`src/rtl/sevenseg_pkg.sv`:
```
`default_nettype none
// ---------------------------------------------------------------------------
// sevenseg_pkg : shared segment width, active-low glyph constants, hex decode
// Rev 1.0
// ---------------------------------------------------------------------------
package sevenseg_pkg;

  localparam int SEG_W = 7;

  localparam logic [SEG_W-1:0] SEG_OFF = 7'b1111111;
  localparam logic [SEG_W-1:0] GLYPH_0 = 7'b0000001;
  localparam logic [SEG_W-1:0] GLYPH_1 = 7'b1001111;
  localparam logic [SEG_W-1:0] GLYPH_2 = 7'b0010010;
  localparam logic [SEG_W-1:0] GLYPH_3 = 7'b0000110;
  localparam logic [SEG_W-1:0] GLYPH_4 = 7'b1001100;
  localparam logic [SEG_W-1:0] GLYPH_5 = 7'b0100100;
  localparam logic [SEG_W-1:0] GLYPH_6 = 7'b0100000;
  localparam logic [SEG_W-1:0] GLYPH_7 = 7'b0001111;
  localparam logic [SEG_W-1:0] GLYPH_8 = 7'b0000000;
  localparam logic [SEG_W-1:0] GLYPH_9 = 7'b0000100;
  localparam logic [SEG_W-1:0] GLYPH_A = 7'b0001000;
  localparam logic [SEG_W-1:0] GLYPH_B = 7'b1100000;
  localparam logic [SEG_W-1:0] GLYPH_C = 7'b0110001;
  localparam logic [SEG_W-1:0] GLYPH_D = 7'b1000010;
  localparam logic [SEG_W-1:0] GLYPH_E = 7'b0110000;
  localparam logic [SEG_W-1:0] GLYPH_F = 7'b0111000;

  function automatic logic [SEG_W-1:0] hex_to_seg(input logic [3:0] nibble);
    logic [SEG_W-1:0] glyph;
    case (nibble)
      4'h0:    glyph = GLYPH_0;
      4'h1:    glyph = GLYPH_1;
      4'h2:    glyph = GLYPH_2;
      4'h3:    glyph = GLYPH_3;
      4'h4:    glyph = GLYPH_4;
      4'h5:    glyph = GLYPH_5;
      4'h6:    glyph = GLYPH_6;
      4'h7:    glyph = GLYPH_7;
      4'h8:    glyph = GLYPH_8;
      4'h9:    glyph = GLYPH_9;
      4'hA:    glyph = GLYPH_A;
      4'hB:    glyph = GLYPH_B;
      4'hC:    glyph = GLYPH_C;
      4'hD:    glyph = GLYPH_D;
      4'hE:    glyph = GLYPH_E;
      default: glyph = GLYPH_F;
    endcase
    return glyph;
  endfunction

endpackage
`default_nettype wire

```
`src/rtl/sevenseg_scan_driver_dec.sv`:
```
`default_nettype none
// ---------------------------------------------------------------------------
// hex_to_seg_dec : combinational 4-to-7 active-low hex glyph decoder
// Rev 1.0
// ---------------------------------------------------------------------------
module hex_to_seg_dec
  import sevenseg_pkg::*;
(
  input  logic [3:0]       nibble,
  output logic [SEG_W-1:0] seg
);

  assign seg = hex_to_seg(nibble);

endmodule
`default_nettype wire

```
`src/rtl/sevenseg_scan_driver.sv`:
```
`default_nettype none
// ---------------------------------------------------------------------------
// sevenseg_scan_driver : multiplexed N-digit 7-seg driver, blanking + frame snapshot
// Rev 1.0
// ---------------------------------------------------------------------------
module sevenseg_scan_driver
  import sevenseg_pkg::*;
#(
  parameter int NUM_DIGITS   = 4,
  parameter int DIGIT_CYCLES = 262144,
  parameter int BLANK_CYCLES = 1024,
  parameter int ACTIVE_LOW   = 1
) (
  input  logic                    clk,
  input  logic                    clr,
  input  logic [4*NUM_DIGITS-1:0] digits_in,
  input  logic [NUM_DIGITS-1:0]   dp_in,
  input  logic [NUM_DIGITS-1:0]   digit_en,
  output logic [SEG_W-1:0]        seg,
  output logic                    dp,
  output logic [NUM_DIGITS-1:0]   an,
  output logic                    frame_start
);

  localparam int CNT_W = (DIGIT_CYCLES > 1) ? $clog2(DIGIT_CYCLES) : 1;
  localparam int IDX_W = (NUM_DIGITS > 1) ? $clog2(NUM_DIGITS) : 1;
  localparam logic [CNT_W-1:0] CNT_LAST  = CNT_W'(DIGIT_CYCLES - 1);
  localparam logic [IDX_W-1:0] IDX_FIRST = IDX_W'(NUM_DIGITS - 1);
  localparam logic             INV       = (ACTIVE_LOW == 0);

  logic [CNT_W-1:0]        cnt, cnt_nxt;
  logic [IDX_W-1:0]        idx, idx_nxt;
  logic [4*NUM_DIGITS-1:0] digits_sh;
  logic [NUM_DIGITS-1:0]   dp_sh;
  logic [NUM_DIGITS-1:0]   en_sh;
  logic                    in_blank;
  logic                    dig_on;
  logic                    shadow_load;
  logic                    frame_head;
  logic [3:0]              nibble;
  logic [SEG_W-1:0]        glyph;
  logic [SEG_W-1:0]        seg_al;
  logic                    dp_al;
  logic [NUM_DIGITS-1:0]   an_al;

  generate
    if (BLANK_CYCLES > 0) begin : g_blank
      assign in_blank = (cnt < CNT_W'(BLANK_CYCLES));
    end else begin : g_no_blank
      assign in_blank = 1'b0;
    end
  endgenerate

  always_comb begin
    cnt_nxt = cnt + 1'b1;
    idx_nxt = idx;
    if (cnt == CNT_LAST) begin
      cnt_nxt = '0;
      idx_nxt = (idx == '0) ? IDX_FIRST : idx - 1'b1;
    end
  end

  // Entering the first slot of a frame is the only time new inputs are sampled.
  assign shadow_load = (cnt_nxt == '0) && (idx_nxt == IDX_FIRST);
  assign frame_head  = (cnt == '0) && (idx == IDX_FIRST);

  assign nibble = digits_sh[4*idx +: 4];

  hex_to_seg_dec u_dec (
    .nibble (nibble),
    .seg    (glyph)
  );

  always_comb begin
    dig_on = !in_blank && en_sh[idx];
    seg_al = dig_on ? glyph : SEG_OFF;
    dp_al  = !(dig_on && dp_sh[idx]);
    an_al  = '1;
    for (int i = 0; i < NUM_DIGITS; i++) begin
      if (dig_on && (idx == IDX_W'(i))) begin
        an_al[i] = 1'b0;
      end
    end
  end

  always_ff @(posedge clk) begin
    if (clr) begin
      cnt         <= '0;
      idx         <= IDX_FIRST;
      digits_sh   <= digits_in;
      dp_sh       <= dp_in;
      en_sh       <= digit_en;
      seg         <= SEG_OFF ^ {SEG_W{INV}};
      dp          <= 1'b1 ^ INV;
      an          <= {NUM_DIGITS{1'b1 ^ INV}};
      frame_start <= 1'b0;
    end else begin
      cnt <= cnt_nxt;
      idx <= idx_nxt;
      if (shadow_load) begin
        digits_sh <= digits_in;
        dp_sh     <= dp_in;
        en_sh     <= digit_en;
      end
      seg         <= seg_al ^ {SEG_W{INV}};
      dp          <= dp_al ^ INV;
      an          <= an_al ^ {NUM_DIGITS{INV}};
      frame_start <= frame_head;
    end
  end

endmodule
`default_nettype wire

```
`config.mk`:
```
export PLATFORM = sky130hd
export DESIGN_NAME = sevenseg_scan_driver
export DESIGN_NICKNAME = d
export VERILOG_FILES = /design/src/rtl/sevenseg_pkg.sv /design/src/rtl/sevenseg_scan_driver_dec.sv /design/src/rtl/sevenseg_scan_driver.sv
export SDC_FILE = /design/constraint.sdc
export NUM_CORES = 1
export LEC_CHECK = 0
export CAP_MARGIN = 10
export CELL_PAD_IN_SITES_DETAIL_PLACEMENT = 1
export CELL_PAD_IN_SITES_GLOBAL_PLACEMENT = 2
export CORE_MARGIN = 5
export CORE_UTILIZATION = 32
export DETAILED_ROUTE_END_ITERATION = 10
export PLACE_DENSITY_LB_ADDON = 0.1
export SLEW_MARGIN = 10
export SYNTH_ARGS = -nofsm -noshare
export SYNTH_HDL_FRONTEND = slang
export SYNTH_SLANG_ARGS = --single-unit
```
`constraint.sdc`:
```
create_clock -name clk -period 3.4 [get_ports clk]
set_input_delay 0.34 -clock clk [delete_from_list [all_inputs] [get_ports clk]]
set_output_delay 0.34 -clock clk [all_outputs]
set_load 0.03 [all_outputs]
```
---- After elaboration in Yosys (flattened, before gate mapping) ----
Memories as Yosys holds them, arrays and structs flattened. A register that Yosys moved wholly into a read port is not among the register bits.
Cells that the tools add are included.
W data, S select, Z words.
storage, ports and cells
  logic and storage cells ................. 52
  bits in read-only memories .............. 112
  output and inout bits ................... 13
  input bits .............................. 26
  register bits ........................... 50
  memories ................................ 1
cells by class
  $add $sub $neg .......................... 2
  shifts and indexed selects .............. 1
  order comparisons ....................... 2
  equality and inequality tests ........... 5
  bitwise gates (word level) .............. 1
  reductions and logical operators ........ 15
  multiplexer cells ....................... 17
memory list
  name              depth  bits a word  rd ports  clocked after memory_dff  wr ports  line                source
  (name not given)  16     7            1         1                         0         sevenseg_pkg.sv:30  case (nibble)
operators by type and width
  kind                     count
  $logic_not A18 Y1        2
  $mux W16                 2
  $add A18 B1 Y18 const B  1
  $eq A18 B18 Y1 const B   1
  $lt A18 B11 Y1 const B   1
  $mux W18                 1
  $mux W4                  4
  $shiftx A16 B5 Y4        1
  $logic_and A1 B1 Y1      8
  $eq A2 B2 Y1 const B     3
  $mux W1                  6
  $bmux W1 S2              2
  $mux W2                  2
  $lt A2 B3 Y1 const B     1
  $eq A2 B1 Y1 const B     1
  $logic_not A1 Y1         2
  $logic_not A2 Y1         1
  $reduce_bool A2 Y1       1
  $reduce_or A2 Y1         1
  $sub A2 B1 Y2 const B    1
  $not A1 Y1               1

---- Longest topological paths before layout ----
Gate-level depths: netlist of the first run.
  word-level depth ........................ 7
  depth in mapped cells ................... 8
  gate-level depth less buffers ........... 7

---- Modules after synthesis ----
From an unflattened synthesis of the first run, not the netlist that was laid out.
unflattened totals
  cell total of the unflattened synthesis .. 247
  area, all modules ....................... 2844.0 um^2
by module, submodules not included
  module                sequential area each (um^2)  area an instance (um^2)  cells each  instances
  sevenseg_scan_driver  1381.3                       2568.7                   215         1
  hex_to_seg_dec        0.0                          275.3                    32          1

---- Worst setup path after synthesis of the first run ----
OpenSTA, ideal clock, no wires.
  path type ............................... reg-to-reg
  start ................................... register cnt[1]
  end ..................................... register digits_sh[0] (enable)
  arrival time ............................ 2.773 ns
  required time ........................... 2.992 ns
  stages on the path, launching flop included .. 7
  library setup time ...................... 0.408 ns
  clock period less this slack ............ 3.181 ns
  setup slack ............................. 0.219 ns
  cells stage by stage .................... dfxtp_1 -> ha_1 -> nand4_1 -> nor4_2 -> nand3_1 -> a221o_1 -> o21ai_1
between the ends
  longest elaborated chain between the ends .. 5
  elaborated cells on any way between the ends .. 8
  classes of those cells .................. add/sub (1); eq/ne (2); mux (2); reduce/logical (3)
RTL lines
  element                                            line                                                    source
  start: declaration                                 sevenseg_scan_driver.sv:31                              logic [CNT_W-1:0] cnt, cnt_nxt;
  start signal: assignment                           sevenseg_scan_driver.sv:98                              cnt <= cnt_nxt;
  $add A18 B1 Y18 or $eq A18 B18 Y1 (tied branches)  sevenseg_scan_driver.sv:55, sevenseg_scan_driver.sv:57
  $mux W18 or $mux W2 (tied branches)                sevenseg_scan_driver.sv:57                              if (cnt == CNT_LAST) begin
  $logic_not A18 Y1 or $eq A2 B2 Y1 (tied branches)  sevenseg_scan_driver.sv:64                              assign shadow_load = (cnt_nxt == '0) && (idx_nxt == IDX_FIRST);
  $logic_and A1 B1 Y1 *                              sevenseg_scan_driver.sv:64
  $reduce_bool A2 Y1 (no source line) *              n/a
  end signal: assignment                             sevenseg_scan_driver.sv:90                              digits_sh <= digits_in;
  end signal: assignment                             sevenseg_scan_driver.sv:101                             digits_sh <= digits_in;
  end: declaration                                   sevenseg_scan_driver.sv:33                              logic [4*NUM_DIGITS-1:0] digits_sh;
Every way passes the cells marked *; elsewhere a longest branch is shown, timed or not.
A chain may end at the register's enable or synchronous reset.

---- Worst setup path in the final report of the first run ----
  start ................................... register cnt[1]
  end ..................................... register digits_sh[10] (enable)
Same word-level chain as after synthesis.

==> results.txt, run 1 <==
status: complete, no violations
cell area after synthesis: 2750 um^2
drt drc: 0
CP Capture Type: register
Die Ht: 103 um
num ports: 39
top_reg_cell synth: dfxtp_1
Via density: 4.86
Initial Util: 33.1%
Post-synth ARST share: 0%
Final min period: 2.74 ns
routed len/inst: 15.6 um
fin nets: 324
clock skew: 0.00850 ns
critical path required time: 3.41 ns
First DRT Iteration DRCs: 52
postcts setup bufs: 0
Slew @ Worst Pin: 0.523 ns
Peak supply drop: 0.201 mV
total track usage: 13.2%
initial antenna violation count: 0
ANT nets after route: 0
GR Overflow Total: 0
largest net degree at the start of global routing: 25
Setup-failing EPs final: 0
Yosys reg bits: 57
type of origin of the critical path: register
Max-Cap Viols: 0
LEAKAGE: 0.00125 uW
worst setup path class: register to register
Post-DP HPWL: 4.61 mm
r2r endpoint: digits_sh[10]
row cnt: 33
r2r setup slk: 0.66 ns
Yosys cell types: 43
clk slew on worst S/H paths: 0.07 ns
Crit Reg-Reg Startpoint: cnt[1]
worst hold stages: 1
pwr dens: 468 nW/um^2
Clk Latency, worst-skew pair: 0.34 ns
port buffer count: 38
filler cell count in the final layout: 913
cell count after synthesis: 251
main area contributors after synthesis: edfxtp_1, dfxtp_1, ha_1
setup TNS: 0 ns
hold_sp: cnt[0]
sequential-to-total area share from yosys stat: 50.2%
hold path endpoint: cnt[0]
root buf cell: clkbuf_8
clock sinks: 57
first-pass GRT wire length: 10.4 mm
drt total wl: 6.18 mm
Avg Cell Area, Syn: 11.0 um^2
H-tree Lvls: 3
drt pass-1 iters: 4
diode count: 0
CP Max Fanout: 24
Slew headroom: 65.0%
Post-synth EDFFs: 24
share of layout cells above drive strength 1: 12.0%
FMAX: 0.365 GHz
clock buffer count from CTS: 9
HP Class: register to register
period utilisation layout: 80.6%
vias in the first global route: 2055
Area Overhead vs Synth: 24.0%
Hold Fails Final Rpt: 0
TritonCTS clock tree: done
Die X: 103 um
Post-Place Worst Slack: 0.662 ns
via count: 1923
Clock Path Buffers: 2
Yosys top cell area share: 26.2%
critical path data arrival time: 2.75 ns
Core Footprint: 8300 um^2
Reg2Reg Depth: 7
unrepaired setup endpoints after global routing: no
Hold Buf Count CTS: 0
Yosys warnings: 0
Setup WS post-layout: 0.660 ns
routability cong.: 0.716
Post-Syn Nets: 289
largest area contributor in the netlist: edfxtp_1
DIE AREA: 10500 um^2
cts repair resizes: 0
Slew Limit Fails: 0
[cell usage in the layout, fill, tap and decap left out, types with 2 or more instances in the layout]
cell | Yosys | routed
clkinv_4 | 0 | 2
o21ai_1 | 7 | 6
inv_1 | 11 | 11
nand3_1 | 9 | 9
nor4_1 | 2 | 2
mux2_1 | 3 | 3
edfxtp_1 | 24 | 24
and3_1 | 6 | 6
inv_6 | 0 | 2
bufinv_16 | 0 | 2
a31oi_1 | 4 | 4
ha_1 | 12 | 12
mux4_2 | 6 | 6
o21a_1 | 2 | 2
nor2b_1 | 3 | 3
nor3_1 | 8 | 8
nor2_1 | 28 | 28
or4_1 | 2 | 2
mux2i_1 | 2 | 2
xnor2_1 | 15 | 15
clkbuf_8 | 0 | 9
a41oi_1 | 2 | 2
nor4_2 | 2 | 2
buf_4 | 5 | 3
a211oi_1 | 2 | 2
nand4_1 | 8 | 8
clkdlybuf4s50_1 | 0 | 38
xor2_1 | 8 | 8
a221o_1 | 2 | 2
o21ai_0 | 2 | 2
nand3_2 | 2 | 2
nand2_1 | 14 | 14
a31o_2 | 2 | 2
dfxtp_1 | 33 | 33
a21oi_1 | 3 | 3
[critical path, stage by stage (launching register included)]
cell and delay (ns):
dfxtp_1 0.45, ha_1 0.32, nand4_1 0.20, nor4_2 0.51
nand3_1 0.14, a221o_1 0.36, o21ai_2 0.13, buf_4 0.31
[layout make-up]
cell class                 count  area [um^2]  area share [%]
tap                          105          131            3.85
inverter                      11         41.3            1.21
sequential                    57         1380            40.5
clock buffer                   9          124            3.63
clock inverter                 7          103            3.01
multi-input combinational    166         1230            36.0
timing repair buffer          41          403            11.8
[routing by layer]
metal,part of all wire [%],track usage (%),wire [um]
met1,49,18.1,3030
met4,2.1,6.66,132
met3,3.7,3.04,229
met5,0,0,0
met2,45,19.4,2790
[report_power, final]
group	internal (uW)	leakage, uW	switching (uW)
registers	746	0.000505	13.1
logic	60.5	0.000635	56.2
clock network	420	0.000110	300
total	1230	0.00125	369
[stage by stage]
step                utilization, %  power [uW]  cell area (um^2)  cells  hold slack (ns)
floorplan                        -         840              2750    251            0.439
finish                        41.1        1590              3410    396            0.513
global placement              38.4         892              3180    380            0.483
detailed placement            38.4         893              3180    380            0.497
CTS                           41.1        1630              3410    396            0.514
global route                  41.1        1670              3410    396            0.524
[kinds of logic (layout without fill, tap and decap cells)]
logic type	Yosys count	count (layout)	synth area share [%]
AO/OA/AOI/OAI	29	29	7.23
XOR/XNOR	23	23	7.33
adder cells (fa/ha/maj)	12	12	5.46
buffers and inverters	28	68	5.32
flip-flops	57	57	50.2
multiplexers	11	11	6.87
AND/OR/NAND/NOR	91	91	17.6
[cells in the mapped netlist (2+ instances only)]
| master | number |
|---|---|
| buf_2 | 6 |
| ha_1 | 12 |
| a221o_1 | 2 |
| xnor2_1 | 15 |
| clkbuf_1 | 4 |
| or4_1 | 2 |
| nand3_2 | 2 |
| mux2_1 | 3 |
| mux4_2 | 6 |
| dfxtp_1 | 33 |
| and3_1 | 6 |
| xor2_1 | 8 |
| nand2_1 | 14 |
| o21ai_1 | 7 |
| a211oi_1 | 2 |
| nor4_2 | 2 |
| nor2_1 | 28 |
| a31oi_1 | 4 |
| edfxtp_1 | 24 |
| a41oi_1 | 2 |
| mux2i_1 | 2 |
| inv_1 | 11 |
| a21oi_1 | 3 |
| o21ai_0 | 2 |
| buf_6 | 2 |
| a31o_2 | 2 |
| nand3_1 | 9 |
| nor4_1 | 2 |
| nand4_1 | 8 |
| buf_4 | 5 |
| o21a_1 | 2 |
| nor2b_1 | 3 |
| nor3_1 | 8 |
[worst max-delay path by stage]
stage	cells past startpoint	startpoint	end	slack (ns)
6_report	7	cnt[1]	digits_sh[10]	0.66
5_1_grt	7	cnt[1]	en_sh[0]	0.42
4_1_cts	7	cnt[1]	dp_sh[2]	0.65
3_5_place_dp	7	cnt[1]	en_sh[3]	0.66
3_3_place_gp	7	cnt[1]	digits_sh[13]	0.75
2_1_floorplan	6	cnt[1]	digits_sh[0]	0.22
[state kept, by name, summed over array words and instances, names as in the netlist]
register     flops
en_sh            4
dp_sh            4
idx              2
seg              7
an               4
frame_start      1
dp               1
digits_sh       16
cnt             18
No activity file was read; power rests on OpenSTA's default activity.
==> run 2, diff against run 1 <==
--- a/config.mk
+++ b/config.mk
@@ -9,7 +9,7 @@
 export CELL_PAD_IN_SITES_DETAIL_PLACEMENT = 1
 export CELL_PAD_IN_SITES_GLOBAL_PLACEMENT = 2
 export CORE_MARGIN = 5
-export CORE_UTILIZATION = 32
+export CORE_UTILIZATION = 35
 export DETAILED_ROUTE_END_ITERATION = 10
 export PLACE_DENSITY_LB_ADDON = 0.1
 export SLEW_MARGIN = 10
==> constraint.sdc (replaced) <==
create_clock -name clk -period 2.6 [get_ports clk]
set_input_delay 0.26 -clock clk [delete_from_list [all_inputs] [get_ports clk]]
set_output_delay 0.26 -clock clk [all_outputs]
set_load 0.03 [all_outputs]
==> results.txt, run 2 (synthesis gave the netlist of run 1 again) <==
status: complete, no violations
TritonCTS clock tree: done
DIE AREA: 9730 um^2
Core Footprint: 7690 um^2
Biggest register: cnt
clk slew on worst S/H paths: 0.07 ns
Min Hold Slack: 0.474 ns
critical path data arrival time: 2.45 ns
vias in the first global route: 2052
Via density: 4.85
diode count: 0
total track usage: 13.6%
routability cong.: 0.797
Max-Cap Viols: 0
CP delay by family, top: simple AND/OR/NAND/NOR gates
Reg2Reg Depth: 7
multi-input combinational cell area: 1250 um^2
filler cell count in the final layout: 856
type of origin of the critical path: register
GR Overflow Total: 0
pwr dens: 564 nW/um^2
critical-path cell list: ha_2 > nand4_1 > nor4_4 > nand3_1 > a221o_1 > o21ai_4 > buf_12
FMAX: 0.415 GHz
First DRT Iteration DRCs: 44
r2r endpoint: en_sh[1]
Crit Reg-Reg Startpoint: cnt[1]
Slew @ Worst Pin: 0.453 ns
Slew Limit Fails: 0
Post-DP HPWL: 4.65 mm
Slew headroom: 69.6%
initial antenna violation count: 0
root buf cell: clkbuf_8
fin nets: 338
Hold Fails Final Rpt: 0
most common cell after layout, fill and taps aside: clkdlybuf4s50_1
Clock Path Buffers: 2
Initial Util: 35.8%
H-tree Lvls: 3
Final min period: 2.41 ns
critical path required time: 2.64 ns
port buffer count: 38
CP Max Fanout: 24
Area Overhead vs Synth: 27.8%
Largest register FFs: 18
drt drc: 0
drt total wl: 6.26 mm
WP depth: 7
CP Capture Type: register
largest net degree at the start of global routing: 25
via count: 1975
share of layout cells above drive strength 1: 17.0%
clock buffer count from CTS: 9
most frequent cells in the layout: clkdlybuf4s50_1, dfxtp_1, nor2_1
drt pass-1 iters: 4
Worst Setup SP: cnt[1]
slowest cell delay on critical path: 0.39 ns
register area: 1380 um^2
Hold Buf Count CTS: 0
setup TNS: 0 ns
Worst Path Buf+Inv: 1
routed len/inst: 15.4 um
HP Class: primary input to register
Peak supply drop: 0.308 mV
row cnt: 32
period utilisation layout: 92.7%
ANT nets after route: 0
first-pass GRT wire length: 10.2 mm
clock sinks: 57
LEAKAGE: 0.00132 uW
Worst path slowest cell: dfxtp_2
Setup-failing EPs final: 0
unrepaired setup endpoints after global routing: no
Largest regs: cnt x18, digits_sh x16, seg x7
Die Ht: 98.6 um
Clk Latency, worst-skew pair: 0.34 ns
worst setup path class: register to register
Die X: 98.6 um
clock skew: 0.00518 ns
num ports: 39
r2r setup slk: 0.19 ns
Critical Path Sink: en_sh[1]
## run 2: cell types whose count changed in the layout (fill, tap and decap cells not counted), sizes merged
cell      previous run  this run
bufinv               2         1
clkinvlp             1         3
buf                  3        17
inv                 13        12
## run 2: metal layers
layer | part of all wire [%] | global-route usage, % | vias up | wire, um
met5 | 0 | 0 | - | 0
met4 | 1.2 | 5.36 | 0 | 75
li1 | - | - | 991 | -
met1 | 47 | 17.0 | 941 | 2940
met2 | 48 | 22.0 | 34 | 3020
met3 | 3.5 | 4.10 | 9 | 219
## run 2: what timing repair did
item                                   4_1_cts  5_1_grt
setup endpoints to repair                    0       24
buffers inserted                             0        0
resized for setup                            0        5
endpoints found under the hold margin        0        0
## run 2: worst reg2reg max path, cell delays in order (launching register included)
cell,delay (ns)
dfxtp_2,0.39
ha_2,0.26
nand4_1,0.24
nor4_4,0.35
nand3_1,0.12
a221o_1,0.38
o21ai_4,0.18
buf_12,0.19
## run 2: power by group
part | leakage [uW] | switching [uW] | internal, uW
clock network | 0.0000893 | 386 | 440
logic | 0.000730 | 79.8 | 85.7
registers | 0.000506 | 14.3 | 976
## run 2: worst min-delay path by stage
| stage | cells after the start | start | to | slack [ns] |
|---|---|---|---|---|
| finish | 1 | digits_in[14] | digits_sh[14] | 0.47 |
| detailed placement | 1 | cnt[0] | cnt[0] | 0.50 |
| global placement | 1 | cnt[0] | cnt[0] | 0.48 |
| floorplan | 0 | digits_in[0] | digits_sh[0] | 0.36 |
| global route | 1 | digits_in[14] | digits_sh[14] | 0.45 |
| CTS | 1 | digits_in[14] | digits_sh[14] | 0.45 |
## run 2: final cells by class
cell class,count,area share (%)
clock buffers,9,3.52
clock inverters,7,1.99
repair buffers,55,14.8
inverters,11,1.17
flip-flops and latches,57,39.4
well taps,102,3.63
multi-input cells,166,35.5
## run 2: metrics by stage
step	total power, uW	worst slack (ns)	util [%]	cell area [um^2]	instances
finish	1980	0.189	45.7	3510	407
global route	2080	0.0545	45.7	3510	407
CTS	2010	0.0696	45.5	3500	407
detailed placement	1180	0.0886	43.0	3300	391
global placement	1170	0.181	43.0	3300	391
floorplan	1100	0.0435	-	2760	251
